$ cat src/rtl/fetch_pkg.sv
// Shared types and constants for the instruction fetch stage.
// Holds the queue entry layout, the NOP filler and the instruction size.
package fetch_pkg;

  localparam int XLEN = 32;
  localparam int INSTR_BYTES = 4;
  localparam logic [31:0] NOP_INSTR = 32'h0000_0013;

  typedef struct packed {
    logic [XLEN-1:0] pc;
    logic [31:0]     instr;
  } fetch_entry_t;

endpackage

$ cat src/rtl/fetch_fifo.sv
// Generic synchronous FIFO with flush; flush wins over push/pop.
// Ports: clk_i, rst_ni, push_i/data_i, pop_i/data_o, flush_i, full_o, empty_o, count_o.
module fetch_fifo #(
  parameter int WIDTH = 8,
  parameter int DEPTH = 4,
  localparam int AW = (DEPTH > 1) ? $clog2(DEPTH) : 1,
  localparam int CW = $clog2(DEPTH + 1)
) (
  input  logic             clk_i,
  input  logic             rst_ni,
  input  logic             push_i,
  input  logic [WIDTH-1:0] data_i,
  input  logic             pop_i,
  input  logic             flush_i,
  output logic [WIDTH-1:0] data_o,
  output logic             full_o,
  output logic             empty_o,
  output logic [CW-1:0]    count_o
);
  import fetch_pkg::*;

  logic [WIDTH-1:0] mem_q [DEPTH];
  logic [AW-1:0] wr_q, wr_d;
  logic [AW-1:0] rd_q, rd_d;
  logic [CW-1:0] cnt_q, cnt_d;
  logic do_push, do_pop;

  function automatic logic [AW-1:0] nxt(
    input logic [AW-1:0] p
  );
    return (p == AW'(DEPTH - 1)) ? '0 : p + 1'b1;
  endfunction

  assign empty_o = (cnt_q == '0);
  assign full_o  = (cnt_q == CW'(DEPTH));
  assign count_o = cnt_q;
  assign data_o  = mem_q[rd_q];

  assign do_pop  = pop_i && !empty_o;
  assign do_push = push_i && (!full_o || do_pop);

  always_comb begin
    wr_d  = wr_q;
    rd_d  = rd_q;
    cnt_d = cnt_q;
    if (flush_i) begin
      wr_d  = '0;
      rd_d  = '0;
      cnt_d = '0;
    end else begin
      if (do_push) wr_d = nxt(wr_q);
      if (do_pop)  rd_d = nxt(rd_q);
      unique case ({do_push, do_pop})
        2'b10:   cnt_d = cnt_q + 1'b1;
        2'b01:   cnt_d = cnt_q - 1'b1;
        default: ;
      endcase
    end
  end

  always_ff @(posedge clk_i or negedge rst_ni) begin
    if (!rst_ni) begin
      wr_q  <= '0;
      rd_q  <= '0;
      cnt_q <= '0;
    end else begin
      wr_q  <= wr_d;
      rd_q  <= rd_d;
      cnt_q <= cnt_d;
    end
  end

  // Storage needs no reset: entries are only read when counted valid.
  always_ff @(posedge clk_i) begin
    if (do_push && !flush_i) mem_q[wr_q] <= data_i;
  end

endmodule

$ cat src/rtl/fetch_queue_stage.sv
// Fetch stage: PC gen, credited imem requests, prefetch queue to decode.
// Ports: clk/rst, ex_if_* redirect, imem_req_*/imem_rsp_*, if_id_*; macro FETCH_BYPASS_EN.
module fetch_queue_stage #(
  parameter int XLEN = 32,
  parameter int DEPTH = 4,
  parameter int MAX_OUTSTANDING = 2,
  parameter logic [XLEN-1:0] RESET_PC = '0
) (
  input  logic            clk,
  input  logic            rst,
  input  logic            ex_if_take_branch,
  input  logic [XLEN-1:0] ex_if_branch_target,
  output logic            imem_req_valid,
  input  logic            imem_req_ready,
  output logic [XLEN-1:0] imem_req_addr,
  input  logic            imem_rsp_valid,
  input  logic [31:0]     imem_rsp_data,
  output logic            if_id_valid,
  input  logic            if_id_ready,
  output logic [31:0]     if_id_instr_data,
  output logic [XLEN-1:0] if_id_pc
);
  import fetch_pkg::*;

  localparam int CW = $clog2(DEPTH + 1);
  localparam int OW = $clog2(MAX_OUTSTANDING + 1);
  localparam int EW = XLEN + 32;

  logic [XLEN-1:0] pc_q, pc_d;
  logic [OW-1:0]   out_q, out_d;
  logic [OW-1:0]   drop_q, drop_d;

  logic            br, fire, accept, byp;
  logic [CW:0]     used;
  logic            q_push, q_pop, q_full, q_empty;
  logic [CW-1:0]   q_count;
  logic [EW-1:0]   q_head;
  logic [XLEN-1:0] pcf_head;
  logic            pcf_full, pcf_empty;
  logic [OW-1:0]   pcf_count;

  assign br = ex_if_take_branch;

  // Every in-flight request owns a queue slot before it is issued.
  assign used = (CW+1)'(q_count) + (CW+1)'(out_q);

  assign imem_req_valid = rst && !br
                       && (used < (CW+1)'(DEPTH))
                       && (out_q < OW'(MAX_OUTSTANDING));
  assign imem_req_addr  = pc_q;
  assign fire = imem_req_valid && imem_req_ready;

  assign accept = rst && imem_rsp_valid
               && (drop_q == '0) && !br;

`ifdef FETCH_BYPASS_EN
  assign byp = accept && q_empty;
`else
  assign byp = 1'b0;
`endif

  assign q_pop  = !br && !q_empty && if_id_ready;
  assign q_push = accept && !(byp && if_id_ready);

  fetch_fifo #(
    .WIDTH (XLEN),
    .DEPTH (MAX_OUTSTANDING)
  ) u_pc_fifo (
    .clk_i   (clk),
    .rst_ni  (rst),
    .push_i  (fire),
    .data_i  (pc_q),
    .pop_i   (accept),
    .flush_i (br),
    .data_o  (pcf_head),
    .full_o  (pcf_full),
    .empty_o (pcf_empty),
    .count_o (pcf_count)
  );

  fetch_fifo #(
    .WIDTH (EW),
    .DEPTH (DEPTH)
  ) u_queue (
    .clk_i   (clk),
    .rst_ni  (rst),
    .push_i  (q_push),
    .data_i  ({pcf_head, imem_rsp_data}),
    .pop_i   (q_pop),
    .flush_i (br),
    .data_o  (q_head),
    .full_o  (q_full),
    .empty_o (q_empty),
    .count_o (q_count)
  );

  always_comb begin
    if_id_valid      = 1'b0;
    if_id_instr_data = NOP_INSTR;
    if_id_pc         = '0;
    if (!q_empty) begin
      if_id_valid      = !br;
      if_id_instr_data = q_head[31:0];
      if_id_pc         = q_head[EW-1:32];
    end else if (byp) begin
      if_id_valid      = 1'b1;
      if_id_instr_data = imem_rsp_data;
      if_id_pc         = pcf_head;
    end
  end

  always_comb begin
    pc_d   = pc_q;
    out_d  = out_q;
    drop_d = drop_q;
    if (br) begin
      pc_d = ex_if_branch_target
           & ~XLEN'(INSTR_BYTES - 1);
    end else if (fire) begin
      pc_d = pc_q + XLEN'(INSTR_BYTES);
    end
    unique case ({fire, imem_rsp_valid})
      2'b10:   out_d = out_q + 1'b1;
      2'b01:   out_d = out_q - 1'b1;
      default: ;
    endcase
    // A redirect re-derives the drop count from what is still in flight.
    if (br) begin
      drop_d = out_q - OW'(imem_rsp_valid);
    end else if (imem_rsp_valid && drop_q != '0) begin
      drop_d = drop_q - 1'b1;
    end
  end

  always_ff @(posedge clk or negedge rst) begin
    if (!rst) begin
      pc_q   <= RESET_PC;
      out_q  <= '0;
      drop_q <= '0;
    end else begin
      pc_q   <= pc_d;
      out_q  <= out_d;
      drop_q <= drop_d;
    end
  end

  a_q_ovf: assert property (@(posedge clk) disable iff (!rst)
    !(q_push && q_full && !q_pop));
  a_pcf_ovf: assert property (@(posedge clk) disable iff (!rst)
    fire |-> !pcf_full);
  a_pcf_tag: assert property (@(posedge clk) disable iff (!rst)
    accept |-> !pcf_empty);
  a_credit: assert property (@(posedge clk) disable iff (!rst)
    (pcf_count + drop_q) == out_q);
  a_rsp: assert property (@(posedge clk) disable iff (!rst)
    imem_rsp_valid |-> (out_q != '0));

endmodule
$ cat config.mk
export PLATFORM = sky130hd
export DESIGN_NAME = fetch_queue_stage
export DESIGN_NICKNAME = d
export VERILOG_FILES = /design/src/rtl/fetch_pkg.sv /design/src/rtl/fetch_fifo.sv /design/src/rtl/fetch_queue_stage.sv
export SDC_FILE = /design/constraint.sdc
export NUM_CORES = 1
export LEC_CHECK = 0
export ABC_CLOCK_PERIOD_IN_PS = 5750
export BUFFER_PORTS_ARGS = -buffer_cell sky130_fd_sc_hd__buf_4
export CORE_UTILIZATION = 43
export CTS_BUF_LIST = sky130_fd_sc_hd__clkbuf_2
export DETAILED_ROUTE_END_ITERATION = 12
export GPL_TIMING_DRIVEN = 0
export PLACE_DENSITY_LB_ADDON = 0.2
export SLEW_MARGIN = 5
export SYNTH_ARGS = -nofsm -noshare
export SYNTH_HDL_FRONTEND = slang
export SYNTH_HIERARCHICAL = 1
export SYNTH_SLANG_ARGS = --single-unit
$ cat constraint.sdc
create_clock -name clk -period 5.75 [get_ports clk]
set_input_delay 1.725 -clock clk [delete_from_list [all_inputs] [get_ports clk]]
set_output_delay 1.725 -clock clk [all_outputs]
set_load 0.01 [all_outputs]
==> impl_metrics.tcl <==
set metrics [dict create \
    status "completed" \
    drt_first_pass_iters 6 \
    dp_hpwl_mm 19.67 \
    grt_setup_unrepaired "false" \
    met1_length_mm 13.44 \
    die_w_microns 188.0 \
    finalMaxSlewViolations 0 \
    postCtsSetupRepairBufs 0 \
    worstPathCellList "or2_1 > buf_6 > nor2_1 > clkbuf_1 > clkbuf_1 > nor2b_1 > buf_4" \
    wirelength_mm 30.04 \
    leakage_nw 6.331 \
    r2r_cells 13 \
    cts.path.max_buffers 3 \
    comb_power_share_pct 7.3 \
    slowest_delay_ns 0.75 \
    p_int_mw 3.796 \
    h-tree-depth 3 \
    tightestPinTransition_ns 0.9417 \
    slew_headroom_pct 37.22 \
    worstPathArrival_ns 3.60 \
    ys_warn_count 6 \
    p_sw_share_pct 25.23 \
    setup_violations 0 \
    rows 67 \
    path_clk_slew_ns 0.10 \
    track_usage_pct 17.34 \
    cts_buffers 92 \
    stdcell_area_sq_um 17700 \
    grt_pass1_wl_mm 46.76 \
    drive_gt1_share_pct 38.88 \
    vias_per_cell 5.077 \
    setup.worst_path.end_class "output port" \
    tritoncts "built" \
    pre_cts_ws_ns 0.4587 \
    min_path_type "reg2reg" \
    syn_to_final_growth_pct 18.94 \
    fin_skew_ns 0.04814 \
    met2WireLength_mm 14.44 \
    ctsHoldBuffers 0 \
    antenna_left 0 \
    layout.cells.non_filler 1632 \
    place_congestion 0.8309 \
    synth.avg_cell_area_sq_um 17.84 \
    power.density_nw_per_um2 286.9 \
    core_area_sq_um 33780 \
    whs_path_depth 1 \
    syn-cell-area_sq_um 14880 \
    pwr-share-clk_pct 33.2 \
    initial_utilization_pct 44.05 \
    clk_latency_ns 0.89 \
    timing_worst_setup_path_type "reg2out" \
    peakVddDrop_v 0.0001584 \
    crit_top_cell "clkbuf_1" \
    placed_cell_area_sq_um 16840 \
    remaining_drc_errors 0 \
    path_depth 7 \
    overflow 0 \
    final-hold-violation-count 0 \
    cts_resized 0 \
    worstSetupStartpointType "flip-flop" \
    critPathSlowestCell "clkbuf_1" \
    grt_max_degree 47 \
    critPathBufInv 4 \
    setup_tns_ns 0 \
    io_pins 168 \
    path_delay_family "buffers and inverters" \
    wl_per_cell_microns 18.41 \
    highest_layer "met4" \
    dp.cells 1460 \
    required_ns 4.03 \
    path_max_fanout 10 \
    max_cap_violations 0 \
    vias 8285 \
    finalCritPeriodShare_pct 92.68 \
    die_y_microns 188.0 \
    fmax_ghz 0.1877 \
    io_buffers 163 \
    power.switching_mw 1.281 \
    clock_sinks 365 \
    die_area_sq_um 35350 \
    grt_pass1_vias 8540 \
    cts_root_buffer "clkbuf_2" \
    synth_cells 834 \
    grt_antenna_before_repair 1 \
    first_iter_violations 432 \
    period_minus_slack_ns 5.329 \
    final_core_util_pct 52.39 \
    nets 1186 \
    seqPwrFrac_pct 59.5 \
    setup_ws_ns 0.4212 \
    dr_wl_met3_mm 1.629 \
]
flip-flops by register name, indices dropped and copies added (netlist names):
name	flops
imem_req_addr	30
drop_q	2
u_queue/count_o	3
u_queue/mem_q	256
u_pc_fifo/wr_q	1
u_pc_fifo/count_o	2
u_queue/wr_q	2
u_pc_fifo/rd_q	1
out_q	2
u_queue/rd_q	2
u_pc_fifo/mem_q	64
power groups by stage:
| stage | Combinational, mW | Sequential (mW) | Clock [mW] |
|---|---|---|---|
| global placement | 0.366 | 3.08 | 0 |
| detailed placement | 0.375 | 3.08 | 0 |
| finish | 0.370 | 3.02 | 1.69 |
| floorplan | 0.186 | 3.06 | 0 |
| global route | 0.411 | 3.03 | 1.89 |
| CTS | 0.376 | 3.02 | 1.77 |
worst paths after layout:
path	startpoint	end	slack, ns
setup / recovery	u_queue/count_o[0]	if_id_pc[0]	0.42
hold / removal	out_q[0]	out_q[0]	0.56
setup reg to reg	u_queue/count_o[0]	u_queue/count_o[1]	2.05
hold reg to reg	out_q[0]	out_q[0]	0.56
max in group asynchronous	rst	imem_req_addr[16]	4.44
min in group asynchronous	rst	drop_q[0]	0.86
cells in the final DEF, fill, tap and decap left out, types with 5 or more instances in the layout:
cell	instances
edfxtp_1	320
buf_4	170
clkbuf_2	134
nor2b_1	67
mux4_2	64
dfrtp_1	45
nand2_1	40
mux2_2	35
nor2_1	29
clkinv_1	27
o21ai_0	25
inv_1	17
clkbuf_1	15
buf_2	13
nor3_1	10
nand4_1	10
xnor2_1	10
buf_6	10
nand3_1	9
xor2_1	9
ha_1	9
o211ai_1	8
a21oi_1	6
conb_1	6
nand2b_1	5
a31oi_1	5
a32oi_1	5
layout make-up:
class | instances | area [sq um]
fillers | 2855 | 16080
diodes | 1 | 2.502
clock inverters | 37 | 182.7
multi-input cells | 416 | 3886
inverters | 17 | 63.81
flip-flops and latches | 365 | 10740
well taps | 448 | 560.5
repair buffers | 173 | 1364
plain buffers | 41 | 234.0
clock buffers | 134 | 670.6
per-layer routing:
layer / vias to the layer above / global-route usage, %
met4: 0 / 6.785
met5: - / 0
met2: 276 / 27.26
met3: 46 / 3.930
met1: 4088 / 23.48
li1: 3875 / -
stage by stage:
stage	hold slack (ns)	total power, mW
2_1_floorplan	0.5042	3.250
3_3_place_gp	0.5437	3.446
3_5_place_dp	0.5466	3.454
4_1_cts	0.5452	5.164
5_1_grt	0.5610	5.335
6_report	0.5557	5.077
Note: power is estimated with default switching activity, not from simulation.
